`src/rtl/issue_scoreboard_pkg.sv`:
```
// Shared encodings for the issue scoreboard: bypass selects, result latency
// classes and the stage index at which each class becomes forwardable.
package issue_scoreboard_pkg;

  localparam logic [1:0] FWD_NONE = 2'd0;
  localparam logic [1:0] FWD_M1S  = 2'd1;
  localparam logic [1:0] FWD_M2S  = 2'd2;
  localparam logic [1:0] FWD_WB   = 2'd3;

  localparam logic [1:0] LAT_ALU  = 2'd0;
  localparam logic [1:0] LAT_LOAD = 2'd1;
  localparam logic [1:0] LAT_LATE = 2'd2;

  localparam logic [1:0] RDY_ALU  = 2'd1;
  localparam logic [1:0] RDY_LOAD = 2'd2;
  localparam logic [1:0] RDY_LATE = 2'd3;

  localparam int NUM_SLOTS = 4;

  // The reserved class 3 is folded into LATE.
  function automatic logic [1:0] rdy_of(input logic [1:0] lat);
    case (lat)
      LAT_ALU:  return RDY_ALU;
      LAT_LOAD: return RDY_LOAD;
      default:  return RDY_LATE;
    endcase
  endfunction

endpackage

```
`src/rtl/issue_scoreboard_if.sv`:
```
// Decode-stage <-> scoreboard interface. The decode side is the master.
interface issue_scoreboard_if #(
  parameter int RD_W   = 5,
  parameter int STAT_W = 32
);
  // Handshake: ds_valid is the offer from DS; ds_issue is the acceptance.
  // An instruction moves to ES only in a cycle where both are high, and DS
  // must hold its fields stable while ds_valid=1 and ds_issue=0.
  logic              ds_valid;
  logic [RD_W-1:0]   ds_rs1;
  logic [RD_W-1:0]   ds_rs2;
  logic [RD_W-1:0]   ds_rd;
  logic              ds_reg_write;
  logic [1:0]        ds_lat;
  logic              pipe_adv;
  logic              flush;
  logic              ds_issue;
  logic              ds_stall;
  logic [1:0]        fwd1;
  logic [1:0]        fwd2;
  logic [STAT_W-1:0] stall_cnt;

  modport master (
    output ds_valid, ds_rs1, ds_rs2, ds_rd, ds_reg_write, ds_lat, pipe_adv, flush,
    input  ds_issue, ds_stall, fwd1, fwd2, stall_cnt
  );

  modport slave (
    input  ds_valid, ds_rs1, ds_rs2, ds_rd, ds_reg_write, ds_lat, pipe_adv, flush,
    output ds_issue, ds_stall, fwd1, fwd2, stall_cnt
  );
endinterface

```
`src/rtl/issue_scoreboard_sb_lookup.sv`:
```
// Per-source priority match against the in-flight slots: youngest valid
// producer of rs decides between a hazard and a bypass select.
module sb_lookup
  import issue_scoreboard_pkg::*;
#(
  parameter int RD_W = 5
) (
  input  logic                      en,
  input  logic [RD_W-1:0]           rs,
  input  logic [NUM_SLOTS-1:0]      slot_v,
  input  logic [NUM_SLOTS*RD_W-1:0] slot_rd,
  input  logic [NUM_SLOTS*2-1:0]    slot_rdy,
  output logic                      hazard,
  output logic [1:0]                fwd
);

  // Scan oldest to youngest so the youngest match overwrites the result.
  always_comb begin
    hazard = 1'b0;
    fwd    = FWD_NONE;
    if (en && (rs != '0)) begin
      for (int i = NUM_SLOTS - 1; i >= 0; i--) begin
        if (slot_v[i] && (slot_rd[i*RD_W +: RD_W] == rs)) begin
          if (2'(i) < slot_rdy[2*i +: 2]) begin
            hazard = 1'b1;
            fwd    = FWD_NONE;
          end else begin
            hazard = 1'b0;
            fwd    = 2'(i);
          end
        end
      end
    end
  end

endmodule

```
`src/rtl/issue_scoreboard.sv`:
```
// Dual-source issue interlock and bypass-select scheduler for ES/M1S/M2S/WS.
// Optional stall statistics counter: define SCOREBOARD_STATS_EN.
module issue_scoreboard
  import issue_scoreboard_pkg::*;
#(
  parameter int RD_W   = 5,
  parameter int STAT_W = 32
) (
  input logic          clk,
  input logic          resetn,
  issue_scoreboard_if.slave sb
);

  logic [NUM_SLOTS-1:0]      slot_v;
  logic [RD_W-1:0]           slot_rd  [NUM_SLOTS];
  logic [1:0]                slot_rdy [NUM_SLOTS];
  logic [NUM_SLOTS*RD_W-1:0] rd_flat;
  logic [NUM_SLOTS*2-1:0]    rdy_flat;

  logic       lookup_en;
  logic       hazard1;
  logic       hazard2;
  logic [1:0] fwd1_raw;
  logic [1:0] fwd2_raw;
  logic       issue;
  logic       stall;
  logic       new_v;

  for (genvar g = 0; g < NUM_SLOTS; g++) begin : g_flat
    assign rd_flat[g*RD_W +: RD_W] = slot_rd[g];
    assign rdy_flat[2*g +: 2]      = slot_rdy[g];
  end

  // Outputs are forced low while reset is held, independent of DS inputs.
  assign lookup_en = resetn & sb.ds_valid;

  sb_lookup #(.RD_W(RD_W)) u_lookup_rs1 (
    .en       (lookup_en),
    .rs       (sb.ds_rs1),
    .slot_v   (slot_v),
    .slot_rd  (rd_flat),
    .slot_rdy (rdy_flat),
    .hazard   (hazard1),
    .fwd      (fwd1_raw)
  );

  sb_lookup #(.RD_W(RD_W)) u_lookup_rs2 (
    .en       (lookup_en),
    .rs       (sb.ds_rs2),
    .slot_v   (slot_v),
    .slot_rd  (rd_flat),
    .slot_rdy (rdy_flat),
    .hazard   (hazard2),
    .fwd      (fwd2_raw)
  );

  assign issue = lookup_en & sb.pipe_adv & ~sb.flush & ~hazard1 & ~hazard2;
  assign stall = lookup_en & ~issue;
  assign new_v = issue & sb.ds_reg_write & (sb.ds_rd != '0);

  assign sb.ds_issue = issue;
  assign sb.ds_stall = stall;
  assign sb.fwd1     = fwd1_raw;
  assign sb.fwd2     = fwd2_raw;

  // Flush kills everything; otherwise the slots shift with the back end and a
  // bubble enters ES whenever nothing issues.
  always_ff @(posedge clk or negedge resetn) begin
    if (!resetn) begin
      slot_v <= '0;
      for (int i = 0; i < NUM_SLOTS; i++) begin
        slot_rd[i]  <= '0;
        slot_rdy[i] <= '0;
      end
    end else if (sb.flush) begin
      slot_v <= '0;
    end else if (sb.pipe_adv) begin
      slot_v <= {slot_v[NUM_SLOTS-2:0], new_v};
      for (int i = NUM_SLOTS - 1; i > 0; i--) begin
        slot_rd[i]  <= slot_rd[i-1];
        slot_rdy[i] <= slot_rdy[i-1];
      end
      slot_rd[0]  <= sb.ds_rd;
      slot_rdy[0] <= rdy_of(sb.ds_lat);
    end
  end

`ifdef SCOREBOARD_STATS_EN
  logic [STAT_W-1:0] stall_cnt_q;

  always_ff @(posedge clk or negedge resetn) begin
    if (!resetn) begin
      stall_cnt_q <= '0;
    end else if (stall) begin
      stall_cnt_q <= stall_cnt_q + 1'b1;
    end
  end

  assign sb.stall_cnt = stall_cnt_q;
`else
  assign sb.stall_cnt = {STAT_W{1'b0}};
`endif

endmodule

```
`src/flat_wrapper.sv`:
```
// flat-port wrapper written by rule: the top's interface ports become plain ports
module issue_scoreboard_flat import issue_scoreboard_pkg::*;
#(
  parameter int RD_W   = 5,
  parameter int STAT_W = 32
)
  (clk, resetn, sb_ds_valid, sb_ds_rs1, sb_ds_rs2, sb_ds_rd, sb_ds_reg_write, sb_ds_lat, sb_pipe_adv, sb_flush, sb_ds_issue, sb_ds_stall, sb_fwd1, sb_fwd2, sb_stall_cnt);
  issue_scoreboard_if #(.RD_W(RD_W), .STAT_W(STAT_W)) sb_i ();
  input logic clk;
  input logic resetn;
  input wire logic [$bits(sb_i.ds_valid)-1:0] sb_ds_valid;
  input wire logic [$bits(sb_i.ds_rs1)-1:0] sb_ds_rs1;
  input wire logic [$bits(sb_i.ds_rs2)-1:0] sb_ds_rs2;
  input wire logic [$bits(sb_i.ds_rd)-1:0] sb_ds_rd;
  input wire logic [$bits(sb_i.ds_reg_write)-1:0] sb_ds_reg_write;
  input wire logic [$bits(sb_i.ds_lat)-1:0] sb_ds_lat;
  input wire logic [$bits(sb_i.pipe_adv)-1:0] sb_pipe_adv;
  input wire logic [$bits(sb_i.flush)-1:0] sb_flush;
  output wire logic [$bits(sb_i.ds_issue)-1:0] sb_ds_issue;
  output wire logic [$bits(sb_i.ds_stall)-1:0] sb_ds_stall;
  output wire logic [$bits(sb_i.fwd1)-1:0] sb_fwd1;
  output wire logic [$bits(sb_i.fwd2)-1:0] sb_fwd2;
  output wire logic [$bits(sb_i.stall_cnt)-1:0] sb_stall_cnt;
  assign sb_i.ds_valid = sb_ds_valid;
  assign sb_i.ds_rs1 = sb_ds_rs1;
  assign sb_i.ds_rs2 = sb_ds_rs2;
  assign sb_i.ds_rd = sb_ds_rd;
  assign sb_i.ds_reg_write = sb_ds_reg_write;
  assign sb_i.ds_lat = sb_ds_lat;
  assign sb_i.pipe_adv = sb_pipe_adv;
  assign sb_i.flush = sb_flush;
  assign sb_ds_issue = sb_i.ds_issue;
  assign sb_ds_stall = sb_i.ds_stall;
  assign sb_fwd1 = sb_i.fwd1;
  assign sb_fwd2 = sb_i.fwd2;
  assign sb_stall_cnt = sb_i.stall_cnt;
  issue_scoreboard #(.RD_W(RD_W), .STAT_W(STAT_W)) u_core (.clk(clk), .resetn(resetn), .sb(sb_i));
endmodule
```
`config.mk`:
```
export PLATFORM = sky130hd
export DESIGN_NAME = issue_scoreboard_flat
export DESIGN_NICKNAME = d
export VERILOG_FILES = /design/src/rtl/issue_scoreboard_pkg.sv /design/src/rtl/issue_scoreboard_if.sv /design/src/rtl/issue_scoreboard_sb_lookup.sv /design/src/rtl/issue_scoreboard.sv /design/src/flat_wrapper.sv
export SDC_FILE = /design/constraint.sdc
export NUM_CORES = 1
export LEC_CHECK = 0
export ABC_AREA = 1
export CAP_MARGIN = 25
export CORE_MARGIN = 3
export CORE_UTILIZATION = 34
export CTS_CLUSTER_DIAMETER = 200
export DETAILED_ROUTE_END_ITERATION = 10
export SLEW_MARGIN = 20
export SYNTH_ARGS = -nofsm -noshare
export SYNTH_HDL_FRONTEND = slang
export SYNTH_SLANG_ARGS = --single-unit
```
`constraint.sdc`:
```
create_clock -name clk -period 3.2 [get_ports clk]
set_input_delay 0.64 -clock clk [delete_from_list [all_inputs] [get_ports clk]]
set_output_delay 0.64 -clock clk [all_outputs]
set_load 0.03 [all_outputs]
```
### After elaboration in Yosys (flattened, before gate mapping)

Index checks and enable logic that the tools add are counted.

| operators by class | value |
|---|---|
| reduce and logical (&&, ||, !) cells | 16 |
| order comparisons | 4 |
| bitwise operators | 12 |
| mux-type cells | 30 |
| eq/ne operators | 9 |

Operators by type and width:

| cell | count |
|---|---|
| $eq 5x5->1 | 8 |
| $mux 2 | 12 |
| $mux 1 | 15 |
| $reduce_bool 5->1 | 3 |
| $logic_and 1x1->1 | 10 |
| $and 1x1->1 | 8 |
| $mux 4 | 2 |
| $lt 1x2->1 const A | 2 |
| $lt 2x2->1 const A | 2 |
| $not 1->1 | 4 |
| $pmux 2 s2 | 1 |
| $eq 2x1->1 const B | 1 |
| $logic_not 2->1 | 1 |
| $reduce_and 2->1 | 1 |
| $reduce_bool 2->1 | 1 |

| storage, ports and cells | value |
|---|---|
| output and inout bits | 38 |
| logic and storage cells | 80 |
| register bits | 32 |

### Logic depth before layout (Yosys ltp)

Gate-level depths: netlist (run 1).

| logic depth | value |
|---|---|
| depth after elaboration | 14 |
| mapped depth | 13 |
| mapped depth without buffers | 13 |

### Modules after synthesis

From an unflattened synthesis (run 1), not the netlist that was laid out.

| second synthesis, totals | value |
|---|---|
| cells, all modules | 353 |
| area, all modules | 2399.8 um^2 |

By module, submodules not included:

| module | cells each | area each (um^2) | instances |
|---|---|---|---|
| issue_scoreboard | 167 | 1534.0 | 1 |
| sb_lookup | 93 | 432.9 | 2 |

### Worst setup path before layout (run 1)

Ideal clock, no wire load.

| timing path | value |
|---|---|
| path type | input to output |
| start | input sb_ds_rs1[4] |
| end | output sb_fwd1[1] |
| slack | 633 ps |
| arrival | 1927 ps |
| cell stages on the path | 4 |
| path buffers | 0 |
| cells stage by stage | xor2_1 -> nor4_1 -> nand2b_1 -> nor3b_1 |

| between the ends | value |
|---|---|
| longest elaborated chain between the ends | 7 |
| elaborated cells between the ends (all ways) | 15 |

RTL lines:

| element | RTL line | text |
|---|---|---|
| from (decl) | flat_wrapper.sv:12 | `input wire logic [$bits(sb_i.ds_rs1)-1:0] sb_ds_rs1;` |
| $eq 5x5->1 | issue_scoreboard_sb_lookup.sv:23 | `if (slot_v[i] && (slot_rd[i*RD_W +: RD_W] == rs)) begin` |
| $logic_and 1x1->1 | issue_scoreboard_sb_lookup.sv:23 |  |
| $mux 2 (4 in a row) | issue_scoreboard_sb_lookup.sv:23 |  |
| $mux 2 (*) | issue_scoreboard_sb_lookup.sv:21 | `if (en && (rs != '0)) begin` |
| to (decl) | flat_wrapper.sv:21 | `output wire logic [$bits(sb_i.fwd1)-1:0] sb_fwd1;` |

Every way passes the cells marked *; elsewhere a longest branch is shown, timed or not.

### Worst setup path after layout (run 1)

| timing path | value |
|---|---|
| start | input sb_ds_rs2[2] |
| end | output sb_fwd2[1] |

| between the ends | value |
|---|---|
| longest elaborated chain between the ends | 7 |
| elaborated cells between the ends (all ways) | 15 |

RTL lines:

| element | RTL line | text |
|---|---|---|
| from (decl) | flat_wrapper.sv:13 | `input wire logic [$bits(sb_i.ds_rs2)-1:0] sb_ds_rs2;` |
| $eq 5x5->1 | issue_scoreboard_sb_lookup.sv:23 |  |
| $logic_and 1x1->1 | issue_scoreboard_sb_lookup.sv:23 |  |
| $mux 2 (4 in a row) | issue_scoreboard_sb_lookup.sv:23 |  |
| $mux 2 (*) | issue_scoreboard_sb_lookup.sv:21 |  |
| to (decl) | flat_wrapper.sv:22 | `output wire logic [$bits(sb_i.fwd2)-1:0] sb_fwd2;` |

Marked as above.

==> results of run 1 <==
-- worst register-to-register path: stages, from the launching register on --
cell	delay, ns
dfrtp_1	0.43
inv_1	0.14
o22ai_1	0.10
nor2_1	0.16
nand3_1	0.11
nand2_1	0.10
nand2_1	0.06
nand2_1	0.06
nand2_1	0.08
nand4_1	0.09
nand2_1	0.05
-- metrics by stage --
stage	setup slack, ns	cells	cell area (um2)
floorplan	0.633	351	2290
global placement	-0.0307	420	2420
detailed placement	-0.0101	420	2420
CTS	0.0949	428	2510
global route	0.0125	428	2520
finish	0.159	428	2520
-- layout by cell type, fill, tap and decap left out, drive strengths merged, types with 9 or more instances in the layout --
cell            n
nor2           25
nand3           9
dfrtp          30
nand4           9
o21ai          39
nand2          91
clkdlybuf4s50  18
o22ai          10
buf             9
conb           32
inv            48
-- sequential cells by signal (all words and copies together), names as in the netlist --
register and cells:
u_core.slot_v 4, u_core.rd_flat 20, u_core.rdy_flat 6
-- report_power, final --
group / total, mW / internal, mW / leakage [nW] / switching [mW]
clock: 0.318 / 0.173 / 0.0482 / 0.145
combinational: 0.304 / 0.0951 / 0.859 / 0.209
sequential: 0.489 / 0.433 / 0.378 / 0.0566
total: 1.11 / 0.701 / 1.29 / 0.410
-- area by class of cell --
type	count	area [um2]
Clock buffer	7	86.3
Timing Repair Buffer	31	298
Multi-Input combinational cell	236	1110
Tap cell	75	93.8
Clock inverter	1	5.00
Sequential cell	30	751
Inverter	48	180
Fill cell	667	3540
-- worst min-delay path by stage --
stage	start	to	cells after the start
final	u_core.rdy_flat[1]	u_core.rdy_flat[3]	2
after global routing	u_core.rdy_flat[1]	u_core.rdy_flat[3]	2
after CTS	u_core.rdy_flat[1]	u_core.rdy_flat[3]	2
after detailed placement	u_core.rdy_flat[1]	u_core.rdy_flat[3]	2
after global placement	u_core.rdy_flat[1]	u_core.rdy_flat[3]	2
after floorplan	resetn	u_core.rd_flat[0]	0
-- metal layers --
layer | wire length (um) | share of wire (%) | GRT usage (%) | vias up
met3 | 455 | 7.6 | 3.46 | 4
li1 | - | - | - | 1015
met5 | 0 | 0 | 0 | -
met1 | 2780 | 47 | 24.3 | 939
met2 | 2690 | 45 | 26.8 | 74
met4 | 48 | 0.80 | 3.74 | 0
-- logic make-up (layout without fill, tap and decap cells) --
kind of cell	Yosys count	in the layout	synth area share, %
other	1	32	0.172
buffers and inverters	85	87	20.2
AO/OA/AOI/OAI	59	59	14.7
XOR/XNOR	5	5	2.01
flip-flops	30	30	34.5
AND/OR/NAND/NOR	140	140	28.4
-- repair_timing --
item                       4_1_cts  5_1_grt
cloned                           0        0
resized for setup                1        4
setup endpoints to repair        1        1
hold buffers                     0        0
==> summary.txt, run 1 <==
Route
  – Post-Route WL: between 5 and 6 mm
  – Remaining antenna violation count after routing: 0
  – DR WL/cell: around 14 um
  – Remaining DRCs: 0
  – DR vias/cell: 4.75
  – First DRT Iteration DRCs: around 230
  – Pre-antenna DRT Iters: 5
  – Total number of vias: 2032

Yosys
  – Synth cell count leaders: 89 x nand2_1, 39 x inv_1, 35 x o21ai_0, 32 x buf_4, 30 x dfrtp_1
  – Top-count cell post-synth: nand2_1
  – Yosys reg bits: 30
  – Dominant cells by area after synthesis: dfrtp_1 35%, nand2_1 15%, buf_4 11%, o21ai_0 8.1%, inv_1 6.7%
  – Main synth FF type: dfrtp_1
  – Leading area contributor after synthesis: dfrtp_1
  – Mapped cell area: ~2200 um2
  – Netlist cell types: 29
  – Post-Synthesis Mean Instance Area: approximately 6.8 um2
  – Syn. warnings: 0
  – Async set or reset register ratio after synthesis: 100%
  – EDFF count, synth: 0
  – Seq/Total Area, Yosys: ~35%
  – Synth Instances: 320
  – Area share of the largest cell type after synthesis: 34.5%

Global route
  – Overflow after GRT: 0
  – Largest net degree at the start of global routing: slightly above 50
  – First-pass GRT wire length: 9.85 mm
  – Vias in the first global route: 1974
  – Total track usage: around 17%
  – Initial antenna violation count: 0

Worst setup path
  – Crit path depth: 8
  – Max incr delay on CP: 0.60 ns
  – CP top delay family: buffers and inverters
  – Worst setup startpoint: sb_ds_rs2[2]
  – Crit Path Class: input port to output pin
  – Setup crit end: sb_fwd2[1]
  – Most used cell, CP: nand4_1
  – Critical path startpoint category: input port
  – Reg2Reg Setup Slack: around 1.7 ns
  – Crit path max-delay cell type: clkdlybuf4s50_1
  – Reg2reg path depth: 10
  – R2R Path End: u_core.slot_v[0]
  – Worst path cell trace: clkdlybuf4s50_1 -> inv_2 -> nand2_1 -> nand4_1 -> nor3_1 -> nand4_1 -> a211oi_1 -> buf_4
  – Worst r2r src: u_core.rd_flat[9]
  – Bufs and invs on worst path: 3
  – Worst EP arrival: roughly 2.4 ns
  – Maximum net fanout on the critical path: 5
  – Worst endpoint required time: between 2 and 3 ns
  – Worst setup EP type: output pin

STA
  – Fin crit share: between 90% and 100%
  – Tmin final: a little over 3 ns
  – Fin. Hold Viols: 0
  – RSZ-0062 raised after global routing: false
  – Fmax achieved: 329 MHz
  – Slew Limit Fails: 0
  – Final Skew: around 0.0037 ns
  – Fin Hold WS: 0.485 ns
  – Sum Neg Setup Slack: 0 ns
  – Setup violators final: 0

Clock network
  – Num Clock Sinks: 30
  – CTS Buffer Depth: 2
  – CTS tree: built
  – CTS clock-pin slew for the worst setup and hold paths: 0.06 ns
  – Num CTS Buffers: 5
  – H-tree levels: 2
  – Post-CTS Setup Bufs: 0
  – Worst skew pair latency: around 0.28 ns
  – Root Buffer: clkbuf_8

Floorplan
  – Die area: between 7000 and 8000 um2
  – FP Rows: 28
  – Initial Utilization: 35.9%
  – I/O pins: 61
  – Die Width: around 86 um
  – Die H: 86.0 um
  – Core area: between 6000 and 7000 um2

Finish
  – Layout Nets: ~380
  – Layout Utilization: 41.6%
  – Layout cells sized above 1: about 11%
  – Area Overhead vs Synth: 16.0%
  – ANT cells: 0

Power and ir drop
  – Total power density per cell area: between 400 and 500 nW/um2
  – Power, Total: between 1 and 1.5 mW
  – Static leakage: ~1.3 nW
  – Worst IR Drop VDD: around 0.00020 V

Worst hold path
  – Worst hold-check path type: flip-flop to flip-flop

Outcome
  – Outcome: completed

Placement
  – Placed wire-length estimate: 4.67 mm
  – RD Place Congestion: around 0.95
  – PortBufs: 28

Flow run
  – Max cap viols: 0
Power figures use the tool's default switching activity.
==> inputs of run 2 (changes only) <==
--- a/config.mk
+++ b/config.mk
@@ -6,11 +6,12 @@
 export NUM_CORES = 1
 export LEC_CHECK = 0
 export ABC_AREA = 1
-export CAP_MARGIN = 25
+export CAP_MARGIN = 20
 export CORE_MARGIN = 3
 export CORE_UTILIZATION = 34
 export CTS_CLUSTER_DIAMETER = 200
 export DETAILED_ROUTE_END_ITERATION = 10
+export GPL_TIMING_DRIVEN = 0
 export SLEW_MARGIN = 20
 export SYNTH_ARGS = -nofsm -noshare
 export SYNTH_HDL_FRONTEND = slang
==> run 2 against run 1 <==
Cell count grew 7.7%; clock-buffer cell count is the same; combinational power up 11%; wire length rose by 1.6%; sequential power decreased by 1%; flip-flop and latch count stayed put; worst setup slack better by 0.11 ns; sequential share of layout area down 2.5 points; non-clock buffer count up 34; highest routed layer unchanged; critical path type unchanged; largest cell class unchanged; core utilization is 3.9 points higher.
==> summary.txt, run 2 (synthesized netlist as in run 1, its figures left out) <==
STA
  – Setup violators final: 0
  – Slew Limit Fails: 0
  – Rel. slew slack: a little under 60%
  – Fin crit share: 91.7%
  – Actual slew at the worst max-slew pin: around 0.62 ns
  – RSZ-0062 raised after global routing: false
  – Fin Hold WS: approximately 0.32 ns
  – Fmax achieved: ~340 MHz
  – Tmin final: 2.93 ns
  – Fin. Hold Viols: 0
  – Final Skew: roughly 0.0034 ns

Placement
  – RD Place Congestion: ~0.91
  – PortBufs: 28
  – Post-Place Cells: about 450
  – Placed wire-length estimate: 4.77 mm

Worst setup path
  – Worst endpoint required time: ~2.6 ns
  – Most used cell, CP: dlygate4sd2_1
  – CP top delay family: buffers and inverters
  – Critical path startpoint category: input port
  – Max incr delay on CP: 0.44 ns
  – Bufs and invs on worst path: 2
  – Worst setup EP type: output pin
  – Reg2Reg Setup Slack: around 1.7 ns
  – Maximum net fanout on the critical path: 6
  – Worst path cell trace: dlygate4sd2_1 -> xor2_1 -> nor4_4 -> nand3_1 -> a21oi_1 -> dlygate4sd2_1
  – Crit Path Class: input port to output pin
  – Worst EP arrival: 2.29 ns
  – Crit path max-delay cell type: dlygate4sd2_1

Finish
  – Filler cell count: 660
  – Commonest non-fill, non-tap cell in the layout: nand2_1
  – Layout cells sized above 1: between 10% and 20%
  – FF/Latch Area: between 700 and 800 um2
  – Most frequent cells in the layout: 89 x nand2_1, 38 x inv_1, 35 x o21ai_0, 32 x buf_4, 32 x conb_1
  – Max FFs per register: 20
  – Post-Layout Cell Count: approximately 460
  – Layout Nets: 409
  – Multi-input gate area: around 1100 um2
  – ANT cells: 0
  – Area Overhead vs Synth: 26.9%

Route
  – Remaining antenna violation count after routing: 0
  – DR WL/cell: about 13 um
  – Post-Route WL: roughly 6 mm
  – Total number of vias: about 2200
  – DR vias/cell: around 4.7
  – First DRT Iteration DRCs: roughly 130
  – Pre-antenna DRT Iters: 4
  – Remaining DRCs: 0

Floorplan
  – Die Width: 86.0 um
  – I/O pins: about 60
  – Die area: 7400 um2
  – Core area: between 6000 and 7000 um2
  – Die H: 86.0 um
  – Initial Utilization: 35.9%
  – FP Rows: 28

Clock network
  – CTS clock-pin slew for the worst setup and hold paths: about 0.060 ns
  – Num CTS Buffers: 5
  – CTS Buffer Depth: 2
  – CTS tree: built
  – H-tree levels: 2
  – Root Buffer: clkbuf_8
  – Worst skew pair latency: 0.28 ns
  – Num Clock Sinks: 30
  – CTS hold repair buffers: 0

Flow run
  – Max cap viols: 0

Power and ir drop
  – Worst IR Drop VDD: between 0.00015 and 0.0002 V
  – Static leakage: approximately 1.5 nW
  – Total power density per cell area: about 400 nW/um2

Global route
  – Vias in the first global route: roughly 2000
  – Largest net degree at the start of global routing: 32
  – First-pass GRT wire length: ~9.9 mm
  – Overflow after GRT: 0
  – Total track usage: 17.1%
  – Initial antenna violation count: 0

Outcome
  – Outcome: completed

Worst hold path
  – Worst hold-check path type: input port to async pin
==> run 2: final timing paths <==
path	from	end	cells past startpoint
min in group clk	u_core.rdy_flat[0]	u_core.rdy_flat[2]	2
min	resetn	u_core.rd_flat[17]	1
max	sb_ds_rs1[4]	sb_fwd1[0]	6
min reg2reg	u_core.rdy_flat[0]	u_core.rdy_flat[2]	2
max reg2reg	u_core.rd_flat[9]	u_core.slot_v[0]	10
max in group asynchronous	resetn	u_core.rd_flat[6]	1
==> run 2: metal layers <==
metal | part of all wire, % | wire length, um | track usage, % | vias to the layer above
met4 | 1.5 | 91 | 5.47 | 0
li1 | - | - | - | 1091
met5 | 0 | 0 | 0 | -
met1 | 47 | 2840 | 24.1 | 987
met3 | 7.6 | 462 | 2.98 | 9
met2 | 44 | 2670 | 26.7 | 74
==> run 2: repair_timing <==
item | CTS | global route
setup buffers | 0 | 0
hold endpoints to repair | 0 | 0
endpoints found under the setup margin | 6 | 6
resized for setup | 15 | 17
==> run 2: worst register-to-register path, delay by kind of cell, from the launching register on <==
family / cells / cell delay (ns)
compound gates: 1 / 0.10
buf+inv: 1 / 0.15
flops: 1 / 0.43
simple gates: 8 / 0.69
==> run 2: area by class of cell <==
type                            count  area share (%)
Multi-Input combinational cell    236            40.4
Buffer                             37            9.43
Timing Repair Buffer               28            10.2
Inverter                           48            6.53
Sequential cell                    30            27.2
Clock buffer                        7            2.77
Tap cell                           75            3.40
==> run 2: through the flow <==
stage / setup TNS (ns) / cell area [um2] / setup slack (ns) / power [mW] / utilization [%]
finish: 0 / 2760 / 0.266 / 1.11 / 45.5
global route: 0 / 2760 / 0.119 / 1.19 / 45.5
CTS: 0 / 2740 / 0.00139 / 1.11 / 45.2
detailed placement: -2.33 / 2660 / -0.560 / 0.821 / 43.9
global placement: -7.07 / 2670 / -1.27 / 0.817 / 44.0
floorplan: 0 / 2290 / 0.633 / 0.714 / -
==> run 2: where the power goes <==
part	leakage [nW]	internal, mW	switching (mW)
logic	1.08	0.119	0.218
registers	0.378	0.433	0.0504
clock network	0.0383	0.150	0.141
